### src/rtl/mem_store.sv
// mem_store: byte-serial store engine.
// Takes one sized store request and writes it to a byte-wide RAM port,
// most significant byte first at the lowest address, one byte per cycle.
// Every memory-side output is registered.
module mem_store #(
  parameter int WORD_WIDTH = 32,
  parameter int ADDR_WIDTH = 16,
  parameter int DATA_WIDTH = 8
) (
  input  logic                  i_clk,
  input  logic                  i_rst,
  input  logic                  i_req,
  input  logic [ADDR_WIDTH-1:0] i_addr,
  input  logic [WORD_WIDTH-1:0] i_data,
  input  logic [1:0]            i_size,
  output logic                  o_busy,
  output logic                  o_done,
  output logic                  o_err,
  output logic [ADDR_WIDTH-1:0] o_mem_addr,
  output logic [DATA_WIDTH-1:0] o_mem_data,
  output logic                  o_mem_write
);

  localparam int NB = WORD_WIDTH / 8;
  localparam int CW = $clog2(NB) + 1;

  typedef enum logic [1:0] {
    S_IDLE  = 2'd0,
    S_WRITE = 2'd1,
    S_DONE  = 2'd2
  } state_e;

  state_e                r_state;
  state_e                w_next;

  // Latched request. r_shift holds the not-yet-written bytes, left-aligned,
  // so the next byte to emit is always the top byte of the register.
  logic [ADDR_WIDTH-1:0] r_addr;
  logic [WORD_WIDTH-1:0] r_shift;
  logic [CW-1:0]         r_cnt;
  logic [CW-1:0]         r_last;

  logic                  r_busy;
  logic                  r_done;
  logic                  r_err;
  logic [ADDR_WIDTH-1:0] r_mem_addr;
  logic [DATA_WIDTH-1:0] r_mem_data;
  logic                  r_mem_write;

  logic                  w_open;
  logic [31:0]           w_req_n;
  logic                  w_size_ok;
  logic                  w_accept;
  logic                  w_reject;
  logic [31:0]           w_shamt;
  logic [WORD_WIDTH-1:0] w_aligned;
  logic                  w_last_byte;

  // Request qualification: a request is seen only while no store is in flight.
  always_comb begin
    w_open      = (r_state != S_WRITE);
    w_req_n     = 32'd1 << i_size;
    w_size_ok   = (w_req_n <= 32'(NB));
    w_accept    = i_req && w_open && w_size_ok;
    w_reject    = i_req && w_open && !w_size_ok;
    // Move the right-aligned sized value to the top of the word so its MS
    // byte is emitted first. Only meaningful for accepted sizes.
    w_shamt     = (32'(NB) - w_req_n) << 3;
    w_aligned   = i_data << w_shamt;
    w_last_byte = (r_cnt == r_last);
  end

  // State register.
  always_ff @(posedge i_clk) begin
    if (i_rst) begin
      r_state <= S_IDLE;
    end else begin
      r_state <= w_next;
    end
  end

  // Next-state logic. DONE always lasts a single cycle; a reject from DONE
  // simply falls back to IDLE like the no-request case.
  always_comb begin
    w_next = r_state;
    case (r_state)
      S_IDLE: begin
        if (w_accept) w_next = S_WRITE;
      end
      S_WRITE: begin
        if (w_last_byte) w_next = S_DONE;
      end
      S_DONE: begin
        if (w_accept) w_next = S_WRITE;
        else          w_next = S_IDLE;
      end
      default: w_next = S_IDLE;
    endcase
  end

  // Datapath and registered outputs. Byte 0 is launched on the accept edge
  // so it appears in the first cycle after the request; each following edge
  // launches the next byte until the last one, which is followed by o_done.
  always_ff @(posedge i_clk) begin
    if (i_rst) begin
      r_addr      <= '0;
      r_shift     <= '0;
      r_cnt       <= '0;
      r_last      <= '0;
      r_busy      <= 1'b0;
      r_done      <= 1'b0;
      r_err       <= 1'b0;
      r_mem_addr  <= '0;
      r_mem_data  <= '0;
      r_mem_write <= 1'b0;
    end else begin
      r_mem_write <= 1'b0;
      r_done      <= 1'b0;
      r_err       <= w_reject;
      r_busy      <= (w_next == S_WRITE);
      if (w_accept) begin
        r_mem_write <= 1'b1;
        r_mem_addr  <= i_addr;
        r_mem_data  <= w_aligned[WORD_WIDTH-1 -: DATA_WIDTH];
        r_shift     <= w_aligned << DATA_WIDTH;
        r_addr      <= i_addr + 1'b1;
        r_cnt       <= '0;
        r_last      <= CW'(w_req_n - 32'd1);
      end else if (r_state == S_WRITE) begin
        if (!w_last_byte) begin
          r_mem_write <= 1'b1;
          r_mem_addr  <= r_addr;
          r_mem_data  <= r_shift[WORD_WIDTH-1 -: DATA_WIDTH];
          r_shift     <= r_shift << DATA_WIDTH;
          r_addr      <= r_addr + 1'b1;
          r_cnt       <= r_cnt + 1'b1;
        end else begin
          r_done      <= 1'b1;
        end
      end
    end
  end

  assign o_busy      = r_busy;
  assign o_done      = r_done;
  assign o_err       = r_err;
  assign o_mem_addr  = r_mem_addr;
  assign o_mem_data  = r_mem_data;
  assign o_mem_write = r_mem_write;

endmodule

### config.mk
export PLATFORM = sky130hd
export DESIGN_NAME = mem_store
export DESIGN_NICKNAME = d
export VERILOG_FILES = /design/src/rtl/mem_store.sv
export SDC_FILE = /design/constraint.sdc
export NUM_CORES = 1
export LEC_CHECK = 0
export BUFFER_PORTS_ARGS = -buffer_cell sky130_fd_sc_hd__buf_2
export CAP_MARGIN = 20
export CORE_ASPECT_RATIO = 0.9
export CORE_UTILIZATION = 49
export CTS_CLUSTER_DIAMETER = 200
export DETAILED_ROUTE_END_ITERATION = 8
export HOLD_SLACK_MARGIN = 0.1
export MAX_ROUTING_LAYER = met4
export PLACE_DENSITY = 0.76
export SKIP_CTS_REPAIR_TIMING = 1
export SLEW_MARGIN = 15
export SYNTH_ARGS = -nofsm -noshare
export SYNTH_HDL_FRONTEND = slang
export SYNTH_SLANG_ARGS = --single-unit
### constraint.sdc
create_clock -name i_clk -period 1.6 [get_ports i_clk]
set_clock_uncertainty 0.05 [all_clocks]
set_input_delay 0.24 -clock i_clk [delete_from_list [all_inputs] [get_ports i_clk]]
set_output_delay 0.24 -clock i_clk [all_outputs]
set_load 0.02 [all_outputs]
* Word-level counts from Yosys, hierarchy flattened
Index checks and enable logic that the tools add are counted.
Operators by class: add/sub/neg operators 5, multiply operators 0, div/mod/pow operators 0, order comparisons 1, equal/unequal tests 6, shifts and indexed selects 2, multiplexer cells 20, bitwise operators 2, reduce and logical (&&, ||, !) cells 10
Operators by type and width (count):
- 16-bit 2-to-1 mux | 6
- 32-bit 2-to-1 mux | 3
- 16-bit by 1-bit adder with 16-bit output, second input constant | 2
- 32-bit by 3-bit <= comparator with 1-bit output, second input constant | 1
- 1-bit by 2-bit << shifter with 32-bit output, first input constant | 1
- 32-bit by 32-bit << shifter with 32-bit output | 1
- 3-bit by 29-bit subtractor with 29-bit output, first input constant | 1
- 8-bit 2-to-1 mux | 3
- 2-bit case mux with 3 select lines | 1
- 1-bit 2-to-1 mux | 5
- 2-bit by 1-bit equality test with 1-bit output, second input constant | 2
- 2-bit 2-to-1 mux | 2
- 2-bit AND reduction | 2
- 3-bit by 1-bit adder with 3-bit output, second input constant | 1
- 3-bit equality test | 1
- 1-bit logical AND | 3
- 3-bit OR reduction | 1
- 3-bit by 1-bit subtractor with 3-bit output, second input constant | 1
- 2-bit equality test, second input constant | 1
- 2-bit logical NOT | 1
- 2-bit by 1-bit inequality test with 1-bit output, second input constant | 1
- 2-bit inequality test, second input constant | 1
- 1-bit NOT | 2
- 2-bit nonzero test | 1
- 2 further kinds | 2
Storage, ports and cells: flip-flop bits (word level) 76, latch bits 0, memory bits (writable) 0, ROM bits 0, input bits 53, output and inout port bits 28, word-level logic and storage cells 57, memories 0

* Logic depth before layout (Yosys ltp)
word-level depth 6, mapped depth 8, gate-level depth less buffers 6

* Least setup slack after synthesis
No wires, ideal clock.
path kind register -> register, from register r_state[1], to register r_mem_data[6], in the netlist o_mem_data[6], data arrival time 1.429 ns, data required time 1.416 ns, slack -0.012 ns, cell stages (with the launch flop) 8, path buffers 2, cells stage by stage dfxtp_1 nand2b_1 buf_4 and3_1 and2_0 buf_2 a222oi_1 a211oi_1
Between the ends: cells in the longest elaborated chain, start to end 5, elaborated cells between the ends (all ways) 8
RTL lines:
- from (decl) | RTL line 33 | state_e r_state;
- from (signal assigned) | RTL line 78 | r_state <= w_next;
- 2-bit by 1-bit inequality test with 1-bit output | RTL line 61 | w_open = (r_state != S_WRITE);
- 1-bit logical AND (2 in a row) | RTL line 64 | w_accept = i_req && w_open && w_size_ok;
- 2-bit inequality test (no line) / 2-bit nonzero test (equally long branches)
- 2-bit AND reduction (no line)
- to (signal assigned) | RTL line 124 | r_mem_data <= w_aligned[WORD_WIDTH-1 -: DATA_WIDTH];
- to (signal assigned) | RTL line 133 | r_mem_data <= r_shift[WORD_WIDTH-1 -: DATA_WIDTH];
- to (decl) | RTL line 47 | logic [DATA_WIDTH-1:0] r_mem_data;
Parallel ways exist; a longest one is shown, timed or not. A chain may end at the register's enable or synchronous reset.

* Worst setup path in the final report
from register r_state[1], to register r_addr[10]
Between the ends: cells in the longest elaborated chain, start to end 5, elaborated cells between the ends (all ways) 8
RTL lines:
- 2-bit by 1-bit inequality test with 1-bit output | RTL line 61
- 1-bit logical AND (2 in a row) | RTL line 64
- 2-bit inequality test (no line) / 2-bit nonzero test (equally long branches)
- 2-bit AND reduction (no line)
- to (signal assigned) | RTL line 126 | r_addr <= i_addr + 1'b1;
- to (signal assigned) | RTL line 135 | r_addr <= r_addr + 1'b1;
- to (decl) | RTL line 38 | logic [ADDR_WIDTH-1:0] r_addr;
Parallel ways exist; a longest one is shown, timed or not.

==> impl_metrics.prom <==
# TYPE chip_impl_metric gauge
chip_impl_metric{name="core_region_area",unit="mm²"} 0.00751
chip_impl_metric{name="clock_insertion_delay_worst_skew",unit="ns"} 0.37
chip_impl_info{name="top_layer_used",value="met4"} 1
chip_impl_metric{name="internal_power",unit="µW"} 3540
chip_impl_metric{name="routed_wire_length_on_met3",unit="µm"} 1130
chip_impl_metric{name="drtAntennaViolNets",unit=""} 0
chip_impl_metric{name="clk_pin_slew_worst_paths",unit="ns"} 0.09
chip_impl_metric{name="clock_tree.htree_level_count",unit=""} 3
chip_impl_metric{name="synthCells",unit=""} 465
chip_impl_metric{name="p_clk_frac",unit=""} 0.331
chip_impl_metric{name="post-route-drc-count",unit=""} 0
chip_impl_metric{name="synth_top_cell_area_share",unit=""} 0.400
chip_impl_metric{name="drt_iter0_drc",unit=""} 407
chip_impl_metric{name="yosysWarnings",unit=""} 0
chip_impl_metric{name="power.share.sequential",unit=""} 0.416
chip_impl_info{name="hold_path.class",value="in2reg"} 1
chip_impl_info{name="synth.cells.most_frequent",value="76 x dfxtp_1, 74 x nand2_1, 74 x nor2_1"} 1
chip_impl_info{name="crit_path_cell_trace",value="nand2b_4, nand3_4, mux2_4, buf_6, o21ai_4, mux2i_1, a21oi_1"} 1
chip_impl_metric{name="syn_area_per_cell",unit="µm²"} 8.17
chip_impl_info{name="critPathSlowestCell",value="mux2_4"} 1
chip_impl_metric{name="ys_seq_area_frac",unit=""} 0.400
chip_impl_metric{name="post-dp-hpwl",unit="µm"} 7420
chip_impl_metric{name="drt_wl_total",unit="µm"} 13100
chip_impl_metric{name="synth-async-reset-ratio",unit=""} 0
chip_impl_metric{name="antenna_violations_before_repair",unit=""} 0
chip_impl_metric{name="hold_viol",unit=""} 0
chip_impl_metric{name="grt_pass1_wl",unit="µm"} 17100
chip_impl_metric{name="max_slew.worst_pin.slew",unit="ns"} 0.605
chip_impl_metric{name="m1WireLength",unit="µm"} 5180
chip_impl_metric{name="start_util",unit=""} 0.506
chip_impl_metric{name="max_cap_viol_count",unit=""} 0
chip_impl_metric{name="synth_cell_type_count",unit=""} 46
chip_impl_metric{name="netSwitchingFraction",unit=""} 0.318
chip_impl_info{name="crit_path_start_kind",value="register"} 1
chip_impl_info{name="clock-root-buffer",value="clkbuf_8"} 1
chip_impl_metric{name="first_global_vias",unit=""} 3707
chip_impl_metric{name="post_drt_wl_per_cell",unit="µm"} 18.5
chip_impl_metric{name="post_place_worst_slack",unit="ns"} -0.238
chip_impl_metric{name="grt.total_usage",unit=""} 0.276
chip_impl_metric{name="worstPathArrival",unit="ns"} 1.91
chip_impl_metric{name="x_dimension_of_the_die",unit="µm"} 94.8
chip_impl_metric{name="pwr-share-comb",unit=""} 0.254
chip_impl_metric{name="path_max_fanout",unit=""} 7
chip_impl_info{name="violated_checks",value="setup timing"} 1
chip_impl_metric{name="worst_path_largest_cell_delay",unit="ns"} 0.40
chip_impl_metric{name="grt_max_degree",unit=""} 35
chip_impl_metric{name="period_needed",unit="ns"} 1.70
chip_impl_metric{name="count_of_tritonroute_iterations_in_the_first_routing_pass",unit=""} 7
chip_impl_info{name="synthMostInstantiatedCell",value="dfxtp_1"} 1
chip_impl_metric{name="cts_made_buffers",unit=""} 9
chip_impl_info{name="kind_of_critical_path",value="reg2reg"} 1
chip_impl_metric{name="vdd_ir_drop_max",unit="mV"} 0.544
chip_impl_metric{name="vias",unit=""} 4380
chip_impl_metric{name="synth-edff-count",unit=""} 0
chip_impl_metric{name="die_area",unit="mm²"} 0.00811
chip_impl_info{name="synth_top_area_cells",value="dfxtp_1 40%, nand2_1 7.3%, nor2_1 7.3%, a311oi_1 6.7%, a211oi_1 3.8%"} 1
chip_impl_metric{name="worst_ep_required_time",unit="ns"} 1.80
chip_impl_info{name="critPathTopFamily",value="multiplexers"} 1
chip_impl_metric{name="p_per_area",unit="mW/mm²"} 922
chip_impl_metric{name="setup_viol",unit=""} 42
chip_impl_metric{name="io_buffer_count",unit=""} 80
chip_impl_metric{name="routabilityCongestion",unit=""} 0.860
chip_impl_metric{name="antenna_cells",unit=""} 0
chip_impl_info{name="outcome",value="finished, violations left"} 1
chip_impl_metric{name="timing_max_transition_violations_final",unit=""} 0
chip_impl_metric{name="relative_slew_slack",unit=""} 0.596
chip_impl_info{name="synth_top_cell_by_area",value="dfxtp_1"} 1
chip_impl_metric{name="layout-area-overhead-vs-synth",unit="%"} 48.1
chip_impl_metric{name="critical_path_buffer_and_inverter_count",unit=""} 1
chip_impl_metric{name="final.setup.worst_slack",unit="ns"} -0.105
chip_impl_info{name="end_kind",value="register"} 1
chip_impl_metric{name="worst_slack_on_hold_paths",unit="ns"} 0.0992
chip_impl_metric{name="synth_cell_area",unit="mm²"} 0.00380
chip_impl_metric{name="io_pins",unit=""} 81
chip_impl_metric{name="post_route_cells_drive_above_1_share",unit=""} 0.464
chip_impl_metric{name="fp.dieH",unit="µm"} 85.5
chip_impl_metric{name="grt_overflow",unit=""} 0
chip_impl_metric{name="register_bit_total_from_synthesis",unit=""} 76
chip_impl_metric{name="max-clock-path-buffers",unit=""} 2
chip_impl_metric{name="switching_power",unit="µW"} 1650
chip_impl_info{name="setup_repair_after_global_routing_missed_its_margin",value="true"} 1
chip_impl_metric{name="rows",unit=""} 30
chip_impl_metric{name="syn_nets",unit=""} 519
chip_impl_metric{name="ff2ff_setup_slack",unit="ns"} -0.10
chip_impl_metric{name="nets",unit=""} 657
chip_impl_metric{name="final_cycle_share",unit=""} 1.07
chip_impl_info{name="cts_tree",value="done"} 1
chip_impl_metric{name="met2RoutedLength",unit="µm"} 6240
chip_impl_info{name="synth_ff_type",value="dfxtp_1"} 1
chip_impl_metric{name="leakagePower",unit="µW"} 0.00236
chip_impl_metric{name="vias_per_cell",unit=""} 6.22
chip_impl_metric{name="clock_sinks",unit=""} 76
chip_impl_metric{name="maxClockFrequency",unit="MHz"} 587
==> stage by stage <==
step,instances,TNS (ns),cell area [µm²],utilization,power [µW]
final,704,-1.66,5630,0.750,5190
after global routing,704,-4.74,5630,0.750,5350
after CTS,688,-9.16,4920,0.655,4880
after detailed placement,672,-7.78,4690,0.625,3210
after global placement,672,-3.42,4690,0.625,3180
after floorplan,465,0,3800,-,2790
==> state kept, by name, indices dropped and copies added (netlist names) <==
register     cells
o_busy           1
r_addr          16
r_last           3
r_state          2
o_mem_data       8
r_cnt            3
o_err            1
o_mem_write      1
r_shift         24
o_mem_addr      16
o_done           1
==> layout by cell type (no fill, tap or decap), types with 3 or more instances in the layout <==
cell type / instances
a222oi_1: 5
nand2_1: 60
a21oi_1: 23
o22ai_1: 8
a31oi_1: 4
mux2i_1: 3
nand2_2: 5
dfxtp_4: 3
dfxtp_2: 5
a211oi_2: 12
nand3_1: 7
a311oi_1: 11
nor3_1: 15
nor2_1: 64
xnor2_4: 3
dfxtp_1: 68
buf_4: 65
xor2_1: 7
mux2_2: 7
buf_2: 80
a22oi_1: 14
nand4_1: 3
nor2_2: 11
nand2_4: 9
clkbuf_8: 10
xnor2_1: 10
buf_6: 14
a311oi_2: 18
a211oi_1: 8
==> worst reg2reg max path: cells and delay by family, from the launching register on <==
kind / cells / cell delay [ns]
simple gates: 2 / 0.35
mux: 2 / 0.60
compound gates: 2 / 0.13
buf+inv: 1 / 0.14
flops: 1 / 0.33
==> layer usage <==
layer | vias up | track usage
met1 | 2072 | 0.361
met3 | 68 | 0.0532
met2 | 278 | 0.432
met4 | 0 | 0.0826
met5 | - | -
li1 | 1962 | -
==> path summary, 6_finish.rpt <==
kind                 start       endpoint  cells after the start
max reg2reg     r_state[1]     r_addr[10]                      7
min reg2reg  o_mem_addr[9]  o_mem_addr[9]                      2
max             r_state[1]     r_addr[10]                      7
min              i_data[4]    r_shift[12]                      3
==> cell families (layout without fill, tap and decap cells) <==
kind of cell,after synthesis,count (layout),synth area share
mux,11,11,0.0326
buf+inv,40,181,0.0510
simple gates,199,200,0.234
compound gates,116,117,0.228
fa+ha+maj,1,1,0.00329
flops,76,76,0.400
xor+xnor,22,22,0.0507
==> area by class of cell <==
cell class                 instances  area [µm²]
clock inverter                     5        83.8
sequential                        76        1540
inverter                           1        3.75
fill                             506        1880
tap                               96         120
multi-input combinational        351        2600
timing repair buffer             164        1140
clock buffer                      11         141
==> power groups by stage <==
stage	registers, µW	clock network, µW	logic [µW]
2_1_floorplan	2260	0	533
3_3_place_gp	2170	0	1010
3_5_place_dp	2170	0	1040
4_1_cts	2130	1700	1050
5_1_grt	2170	1790	1390
6_report	2160	1710	1320
(Power assumes the default switching activity.)
